File: config.mk
export PLATFORM = sky130hd
export DESIGN_NAME = bsg_cache_dma_wh_sequencer_flat
export DESIGN_NICKNAME = d
export VERILOG_FILES = /design/src/rtl/bsg_cache_dma_wh_sequencer_if.sv /design/src/rtl/bsg_cache_dma_wh_sequencer.sv /design/src/flat_wrapper.sv
export SDC_FILE = /design/constraint.sdc
export NUM_CORES = 1
export LEC_CHECK = 0
export ABC_AREA = 1
export BUFFER_PORTS_ARGS = -buffer_cell sky130_fd_sc_hd__buf_4
export CAP_MARGIN = 10
export CORE_MARGIN = 10
export CORE_UTILIZATION = 40
export CTS_CLUSTER_DIAMETER = 150
export CTS_CLUSTER_SIZE = 24
export DETAILED_ROUTE_END_ITERATION = 10
export GPL_ROUTABILITY_DRIVEN = 0
export GPL_TIMING_DRIVEN = 0
export PLACE_DENSITY = 0.78
export SYNTH_ARGS = -nofsm -noshare
export SYNTH_HDL_FRONTEND = slang
export SYNTH_SLANG_ARGS = --single-unit
File: constraint.sdc
create_clock -name clk_i -period 9.7 [get_ports clk_i]
set_input_delay 0.485 -clock clk_i [delete_from_list [all_inputs] [get_ports clk_i]]
set_output_delay 0.485 -clock clk_i [all_outputs]
set_load 0.02 [all_outputs]
File: src/rtl/bsg_cache_dma_wh_sequencer_if.sv
// Bundle of cache-DMA request/data channels and the wormhole link driven by the sequencer.
// The master modport is the sequencer side; slave is the cache/link side.
interface bsg_cache_dma_wh_sequencer_if #(
    parameter int addr_width_p          = 32,
    parameter int flit_width_p          = 32,
    parameter int block_size_in_words_p = 8,
    parameter int cord_width_p          = 8,
    parameter int src_id_width_p        = 4
);
    logic                             dma_pkt_v_i;
    logic                             dma_pkt_write_not_read_i;
    logic                             dma_pkt_io_i;
    logic                             dma_pkt_masked_i;
    logic [block_size_in_words_p-1:0] dma_pkt_mask_i;
    logic [addr_width_p-1:0]          dma_pkt_addr_i;
    logic                             dma_pkt_yumi_o;
    logic [cord_width_p-1:0]          dest_cord_i;
    logic [src_id_width_p-1:0]        src_id_i;
    logic [flit_width_p-1:0]          dma_data_i;
    logic                             dma_data_v_i;
    logic                             dma_data_yumi_o;
    logic [flit_width_p-1:0]          flit_o;
    logic                             v_o;
    logic                             ready_i;

    modport master (
        input  dma_pkt_v_i, dma_pkt_write_not_read_i, dma_pkt_io_i, dma_pkt_masked_i,
               dma_pkt_mask_i, dma_pkt_addr_i, dest_cord_i, src_id_i,
               dma_data_i, dma_data_v_i, ready_i,
        output dma_pkt_yumi_o, dma_data_yumi_o, flit_o, v_o
    );

    modport slave (
        output dma_pkt_v_i, dma_pkt_write_not_read_i, dma_pkt_io_i, dma_pkt_masked_i,
               dma_pkt_mask_i, dma_pkt_addr_i, dest_cord_i, src_id_i,
               dma_data_i, dma_data_v_i, ready_i,
        input  dma_pkt_yumi_o, dma_data_yumi_o, flit_o, v_o
    );
endinterface

File: src/rtl/bsg_cache_dma_wh_sequencer.sv
// Turns one cache DMA request into header, address, optional mask and data flits
// on the wormhole link, pacing data words under link backpressure.
module bsg_cache_dma_wh_sequencer #(
    parameter int addr_width_p          = 32,
    parameter int flit_width_p          = 32,
    parameter int block_size_in_words_p = 8,
    parameter int len_width_p           = 4,
    parameter int cord_width_p          = 8,
    parameter int src_id_width_p        = 4
) (
    input  logic clk_i,
    input  logic reset_i,
    bsg_cache_dma_wh_sequencer_if.master bus
);
    localparam int cnt_width_lp = (block_size_in_words_p > 1) ? $clog2(block_size_in_words_p) : 1;

    localparam logic [2:0] OP_READ         = 3'b000;
    localparam logic [2:0] OP_VALIDATE     = 3'b001;
    localparam logic [2:0] OP_WRITE        = 3'b010;
    localparam logic [2:0] OP_WRITE_MASKED = 3'b011;
    localparam logic [2:0] OP_IO_READ      = 3'b100;
    localparam logic [2:0] OP_IO_WRITE     = 3'b101;

    localparam logic [len_width_p-1:0] LEN_ONE    = len_width_p'(1);
    localparam logic [len_width_p-1:0] LEN_TWO    = len_width_p'(2);
    localparam logic [len_width_p-1:0] LEN_FULL   = len_width_p'(1 + block_size_in_words_p);
    localparam logic [len_width_p-1:0] LEN_MASKED = len_width_p'(2 + block_size_in_words_p);
    localparam logic [cnt_width_lp-1:0] CNT_LAST  = cnt_width_lp'(block_size_in_words_p - 1);

    typedef enum logic [2:0] {S_IDLE, S_HEADER, S_ADDR, S_MASK, S_DATA} state_e;

    state_e                           r_state, w_state_next;
    logic [2:0]                       r_opcode, w_opcode;
    logic [len_width_p-1:0]           r_len, w_len;
    logic [addr_width_p-1:0]          r_addr;
    logic [block_size_in_words_p-1:0] r_mask;
    logic [cord_width_p-1:0]          r_dest;
    logic [src_id_width_p-1:0]        r_src;
    logic [cnt_width_lp-1:0]          r_count;
    logic [flit_width_p-1:0]          w_header, w_flit;
    logic                             w_v, w_accept, w_data_yumi, w_last_word, w_has_data;

    // Opcode decode; an all-zero mask degenerates to a validate with no data at all.
    always_comb begin
        w_opcode = OP_READ;
        w_len    = LEN_ONE;
        if (!bus.dma_pkt_write_not_read_i) begin
            w_opcode = bus.dma_pkt_io_i ? OP_IO_READ : OP_READ;
        end else if (bus.dma_pkt_io_i) begin
            w_opcode = OP_IO_WRITE;
            w_len    = LEN_TWO;
        end else if (bus.dma_pkt_masked_i && (bus.dma_pkt_mask_i == '0)) begin
            w_opcode = OP_VALIDATE;
        end else if (bus.dma_pkt_masked_i && !(&bus.dma_pkt_mask_i)) begin
            w_opcode = OP_WRITE_MASKED;
            w_len    = LEN_MASKED;
        end else begin
            w_opcode = OP_WRITE;
            w_len    = LEN_FULL;
        end
    end

    always_comb begin
        w_header = '0;
        w_header[cord_width_p-1:0]                               = r_dest;
        w_header[cord_width_p +: len_width_p]                    = r_len;
        w_header[cord_width_p+len_width_p +: 3]                  = r_opcode;
        w_header[cord_width_p+len_width_p+3 +: src_id_width_p]   = r_src;
    end

    assign w_has_data  = (r_opcode == OP_WRITE) || (r_opcode == OP_WRITE_MASKED)
                      || (r_opcode == OP_IO_WRITE);
    assign w_last_word = (r_opcode == OP_IO_WRITE) ? (r_count == '0) : (r_count == CNT_LAST);

    always_comb begin
        w_state_next = r_state;
        w_accept     = 1'b0;
        w_data_yumi  = 1'b0;
        w_v          = 1'b0;
        w_flit       = '0;
        unique case (r_state)
            S_IDLE: begin
                w_accept = bus.dma_pkt_v_i & ~reset_i;
                if (bus.dma_pkt_v_i) w_state_next = S_HEADER;
            end
            S_HEADER: begin
                w_v    = 1'b1;
                w_flit = w_header;
                if (bus.ready_i) w_state_next = S_ADDR;
            end
            S_ADDR: begin
                w_v    = 1'b1;
                w_flit = flit_width_p'(r_addr);
                if (bus.ready_i) begin
                    if (r_opcode == OP_WRITE_MASKED) w_state_next = S_MASK;
                    else if (w_has_data)             w_state_next = S_DATA;
                    else                             w_state_next = S_IDLE;
                end
            end
            S_MASK: begin
                w_v    = 1'b1;
                w_flit = flit_width_p'(r_mask);
                if (bus.ready_i) w_state_next = S_DATA;
            end
            S_DATA: begin
                w_v         = bus.dma_data_v_i;
                w_flit      = bus.dma_data_i;
                w_data_yumi = bus.dma_data_v_i & bus.ready_i;
                if (w_data_yumi && w_last_word) w_state_next = S_IDLE;
            end
            default: w_state_next = S_IDLE;
        endcase
    end

    assign bus.dma_pkt_yumi_o  = w_accept;
    assign bus.dma_data_yumi_o = w_data_yumi;
    assign bus.v_o             = w_v;
    assign bus.flit_o          = w_flit;

    always_ff @(posedge clk_i) begin
        if (reset_i) begin
            r_state <= S_IDLE;
            r_count <= '0;
        end else begin
            r_state <= w_state_next;
            if (w_data_yumi) r_count <= w_last_word ? '0 : r_count + cnt_width_lp'(1);
        end
    end

    // Request fields are only captured on accept, so they hold for the whole packet.
    always_ff @(posedge clk_i) begin
        if (w_accept) begin
            r_opcode <= w_opcode;
            r_len    <= w_len;
            r_addr   <= bus.dma_pkt_addr_i;
            r_mask   <= bus.dma_pkt_mask_i;
            r_dest   <= bus.dest_cord_i;
            r_src    <= bus.src_id_i;
        end
    end
endmodule

File: src/flat_wrapper.sv
// flat-port wrapper written by rule: the top's interface ports become plain ports
module bsg_cache_dma_wh_sequencer_flat 
#(
    parameter int addr_width_p          = 32,
    parameter int flit_width_p          = 32,
    parameter int block_size_in_words_p = 8,
    parameter int len_width_p           = 4,
    parameter int cord_width_p          = 8,
    parameter int src_id_width_p        = 4
)
  (clk_i, reset_i, bus_dma_pkt_v_i, bus_dma_pkt_write_not_read_i, bus_dma_pkt_io_i, bus_dma_pkt_masked_i, bus_dma_pkt_mask_i, bus_dma_pkt_addr_i, bus_dest_cord_i, bus_src_id_i, bus_dma_data_i, bus_dma_data_v_i, bus_ready_i, bus_dma_pkt_yumi_o, bus_dma_data_yumi_o, bus_flit_o, bus_v_o);
  bsg_cache_dma_wh_sequencer_if #(.addr_width_p(addr_width_p), .flit_width_p(flit_width_p), .block_size_in_words_p(block_size_in_words_p), .cord_width_p(cord_width_p), .src_id_width_p(src_id_width_p)) bus_i ();
  input  logic clk_i;
  input  logic reset_i;
  input wire logic [$bits(bus_i.dma_pkt_v_i)-1:0] bus_dma_pkt_v_i;
  input wire logic [$bits(bus_i.dma_pkt_write_not_read_i)-1:0] bus_dma_pkt_write_not_read_i;
  input wire logic [$bits(bus_i.dma_pkt_io_i)-1:0] bus_dma_pkt_io_i;
  input wire logic [$bits(bus_i.dma_pkt_masked_i)-1:0] bus_dma_pkt_masked_i;
  input wire logic [$bits(bus_i.dma_pkt_mask_i)-1:0] bus_dma_pkt_mask_i;
  input wire logic [$bits(bus_i.dma_pkt_addr_i)-1:0] bus_dma_pkt_addr_i;
  input wire logic [$bits(bus_i.dest_cord_i)-1:0] bus_dest_cord_i;
  input wire logic [$bits(bus_i.src_id_i)-1:0] bus_src_id_i;
  input wire logic [$bits(bus_i.dma_data_i)-1:0] bus_dma_data_i;
  input wire logic [$bits(bus_i.dma_data_v_i)-1:0] bus_dma_data_v_i;
  input wire logic [$bits(bus_i.ready_i)-1:0] bus_ready_i;
  output wire logic [$bits(bus_i.dma_pkt_yumi_o)-1:0] bus_dma_pkt_yumi_o;
  output wire logic [$bits(bus_i.dma_data_yumi_o)-1:0] bus_dma_data_yumi_o;
  output wire logic [$bits(bus_i.flit_o)-1:0] bus_flit_o;
  output wire logic [$bits(bus_i.v_o)-1:0] bus_v_o;
  assign bus_i.dma_pkt_v_i = bus_dma_pkt_v_i;
  assign bus_i.dma_pkt_write_not_read_i = bus_dma_pkt_write_not_read_i;
  assign bus_i.dma_pkt_io_i = bus_dma_pkt_io_i;
  assign bus_i.dma_pkt_masked_i = bus_dma_pkt_masked_i;
  assign bus_i.dma_pkt_mask_i = bus_dma_pkt_mask_i;
  assign bus_i.dma_pkt_addr_i = bus_dma_pkt_addr_i;
  assign bus_i.dest_cord_i = bus_dest_cord_i;
  assign bus_i.src_id_i = bus_src_id_i;
  assign bus_i.dma_data_i = bus_dma_data_i;
  assign bus_i.dma_data_v_i = bus_dma_data_v_i;
  assign bus_i.ready_i = bus_ready_i;
  assign bus_dma_pkt_yumi_o = bus_i.dma_pkt_yumi_o;
  assign bus_dma_data_yumi_o = bus_i.dma_data_yumi_o;
  assign bus_flit_o = bus_i.flit_o;
  assign bus_v_o = bus_i.v_o;
  bsg_cache_dma_wh_sequencer #(.addr_width_p(addr_width_p), .flit_width_p(flit_width_p), .block_size_in_words_p(block_size_in_words_p), .len_width_p(len_width_p), .cord_width_p(cord_width_p), .src_id_width_p(src_id_width_p)) u_core (.clk_i(clk_i), .reset_i(reset_i), .bus(bus_i));
endmodule
==> metrics.txt <==
outcome=finished clean; first-pass GRT wire length=12400 um; worst setup path class=reg2out; Post-Syn Instances=~260; Worst Path Arrival=approximately 2.0 ns; top cell type's share of synthesized area=61.8%; pwr dens=around 250 nW/um^2; top cells by count, synth=86 x nand2_1, 58 x edfxtp_1, 22 x nand3_1; # IOs=127; RR Startpoint=u_core.r_state[1]; width of the chip=104 um; GRT Total Usage=14.4%; Worst R2R Path Depth=4; number of synthesized flops with an enable pin=58; worst slew pin tran=0.842 ns; CTS Hold Bufs=0; switching power=roughly 0.00037 W; initial antenna violation count=0; DR DRC count=0; row count=30; die area=between 10000 and 15000 sq um; Pins Over Slew Limit=0; sequential fraction of the synthesis area=66.1%; Antenna Nets Post-Route=0; Cell Int Power=0.000638 W; CP max stage cell=nor2_4; Design Power=0.00101 W; number of synthesized register bits=64; Reg clk slew, reported paths=0.07 ns; DP Cell Count=484; remaining global-route overflow=0; setup slack, reg-to-reg=7.72 ns; Leakage=1.79 nW; Max Clk Rate=about 400 MHz; core area=6830 sq um; worst skew pair latency=0.33 ns; Hold WC Path Type=in2reg; RR Endpoint=u_core.r_mask[1]; RSZ-0062 raised after global routing=false; layout cells sized above 1=39.2%; combinational cell fraction of total power=a little over two fifths; Area contributors post-synth=edfxtp_1 62%, nand2_1 11%, a22o_1 4.4%; Post-CTS Setup Repair Bufs=0; pin count of the biggest net entering global routing=31; prevailing post-synth register cell=edfxtp_1; syn_area_per_cell=10.8 sq um; worst path cell trace=nor2_1 > nand2_1 > nor2_4 > buf_4; Fillers=599; Port-buffer cells=126; syn_nets=356; crit path launch=u_core.r_state[1]; dpl hpwl=6070 um; utilization after layout=roughly 60%; H-tree levels=3; setup_tns=0 ns; endpoint class of the critical path=output pin; fin cells=approximately 500; Worst VDD drop=approximately 130 uV; Clock Path Buffers=2; switch share=between 30% and 40%; PnR worst setup slack=7.22 ns; yosys warns=0; cell area after synthesis=about 2800 sq um; ant diodes=0; Critical Path Sink=bus_dma_pkt_yumi_o; Critical Path RT=approximately 9 ns; root buffer cell=clkbuf_8; hold_sp=bus_dma_pkt_addr_i[23]; Detailed Route WL=7800 um; vias in the first global route=around 2500; Num CTS Buffers=9; delay-heaviest family, CP=simple AND/OR/NAND/NOR gates; cells resized by post-CTS repair=0; Clock power frac=21.0%; share of flip-flops with an asynchronous set or reset=0%; starting density of the core=roughly two fifths; Worst path max stage delay=0.66 ns; First-pass DRT Iterations=5; Sinks on Clock Net=64; max_slew headroom=roughly 44%; fin crit share=~26%; CTS tree=built; First DRT Iteration DRCs=97; Final Critical Period=2.48 ns; crit-path max FO=30; DP Worst Slack=7.40 ns; Setup-failing EPs final=0; Final Skew=0.00690 ns; Netlist cell types=22; Sequential Power Share=36.6%; top-count cell post-synth=nand2_1; Die Y=between 100 and 150 um; Synth area leader=edfxtp_1; Via density=4.72; DR WL/cell=~16 um; final hold viol count=0; buffers and inverters on the worst path=1; via count=2357; WP depth=4; area delta synth->final=45.1%; Final Net Count=494; max-cap viol count=0; crit start category=flip-flop
## logic make-up (layout without fill, tap and decap cells)
| kind of cell | Yosys count | in the layout | synth area share (%) |
|---|---|---|---|
| compound gates | 26 | 26 | 6.79 |
| buf+inv | 30 | 172 | 4.48 |
| fa+ha+maj | 3 | 3 | 1.33 |
| simple gates | 138 | 138 | 21.3 |
| flops | 64 | 64 | 66.1 |
## power by group through the flow
stage | clock (W) | sequential [W] | combinational, W
2_1_floorplan | 0 | 0.000374 | 0.000246
3_3_place_gp | 0 | 0.000378 | 0.000420
3_5_place_dp | 0 | 0.000374 | 0.000434
4_1_cts | 0.000218 | 0.000368 | 0.000435
5_1_grt | 0.000235 | 0.000372 | 0.000467
6_report | 0.000211 | 0.000368 | 0.000427
## sequential cells by signal (all words and copies together), names as in the netlist
name	flops
u_core.r_addr	32
u_core.r_state	3
u_core.r_src	4
u_core.r_dest	8
u_core.r_opcode	3
u_core.r_count	3
u_core.r_len	3
u_core.r_mask	8
## final cells by class
type	count	area [sq um]	share of cell area, %
clock buffers	10	128	3.12
inverters	23	86.3	2.11
multi-input cells	167	837	20.5
plain buffers	7	40.0	0.979
flip-flops and latches	64	1860	45.5
well taps	96	120	2.94
clock inverters	5	48.8	1.19
repair buffers	127	966	23.6
## worst min path at each step
stage,cells past startpoint,end,slack (ns)
after floorplan,2,u_core.r_count[1],0.45
final,1,u_core.r_addr[23],0.32
after global routing,1,u_core.r_addr[27],0.30
after CTS,1,u_core.r_src[0],0.31
after detailed placement,2,u_core.r_count[2],0.49
after global placement,2,u_core.r_count[1],0.47
## cell usage in the layout (no fill, tap or decap)
| cell type | synthesis | final |
|---|---|---|
| nand3b_1 | 2 | 2 |
| buf_12 | 0 | 1 |
| o21ai_0 | 2 | 2 |
| nor3_4 | 1 | 1 |
| nand4_1 | 8 | 8 |
| nand3_1 | 22 | 22 |
| dfxtp_1 | 6 | 6 |
| inv_1 | 17 | 17 |
| nor3_1 | 2 | 2 |
| a211oi_1 | 2 | 2 |
| nor2_1 | 14 | 13 |
| buf_4 | 2 | 128 |
| a21oi_1 | 7 | 7 |
| clkbuf_8 | 0 | 9 |
| ha_1 | 3 | 3 |
| clkinv_1 | 1 | 2 |
| nor2_4 | 1 | 2 |
| a22o_1 | 14 | 14 |
| nand2_2 | 2 | 2 |
| bufinv_16 | 0 | 1 |
| nand2_1 | 86 | 86 |
| clkbuf_1 | 0 | 1 |
| buf_2 | 5 | 5 |
| clkinv_2 | 0 | 3 |
| edfxtp_1 | 58 | 58 |
| o21ai_2 | 1 | 1 |
| inv_2 | 5 | 5 |
## through the flow
stage / hold WS (ns) / area (sq um)
after floorplan: 0.454 / 2820
after global placement: 0.469 / 3880
after detailed placement: 0.487 / 3910
after CTS: 0.306 / 4090
after global routing: 0.295 / 4090
final: 0.325 / 4090
## metal layers
metal / up-vias / share of wire [%] / GRT usage, % / routed length (um)
li1: 1183 / - / - / -
met4: 0 / 0.85 / 4.37 / 66
met3: 6 / 6.7 / 5.27 / 521
met1: 1077 / 42 / 16.5 / 3310
met5: - / 0 / 0 / 0
met2: 91 / 50 / 24.4 / 3900
No activity file was read; power rests on OpenSTA's default activity.
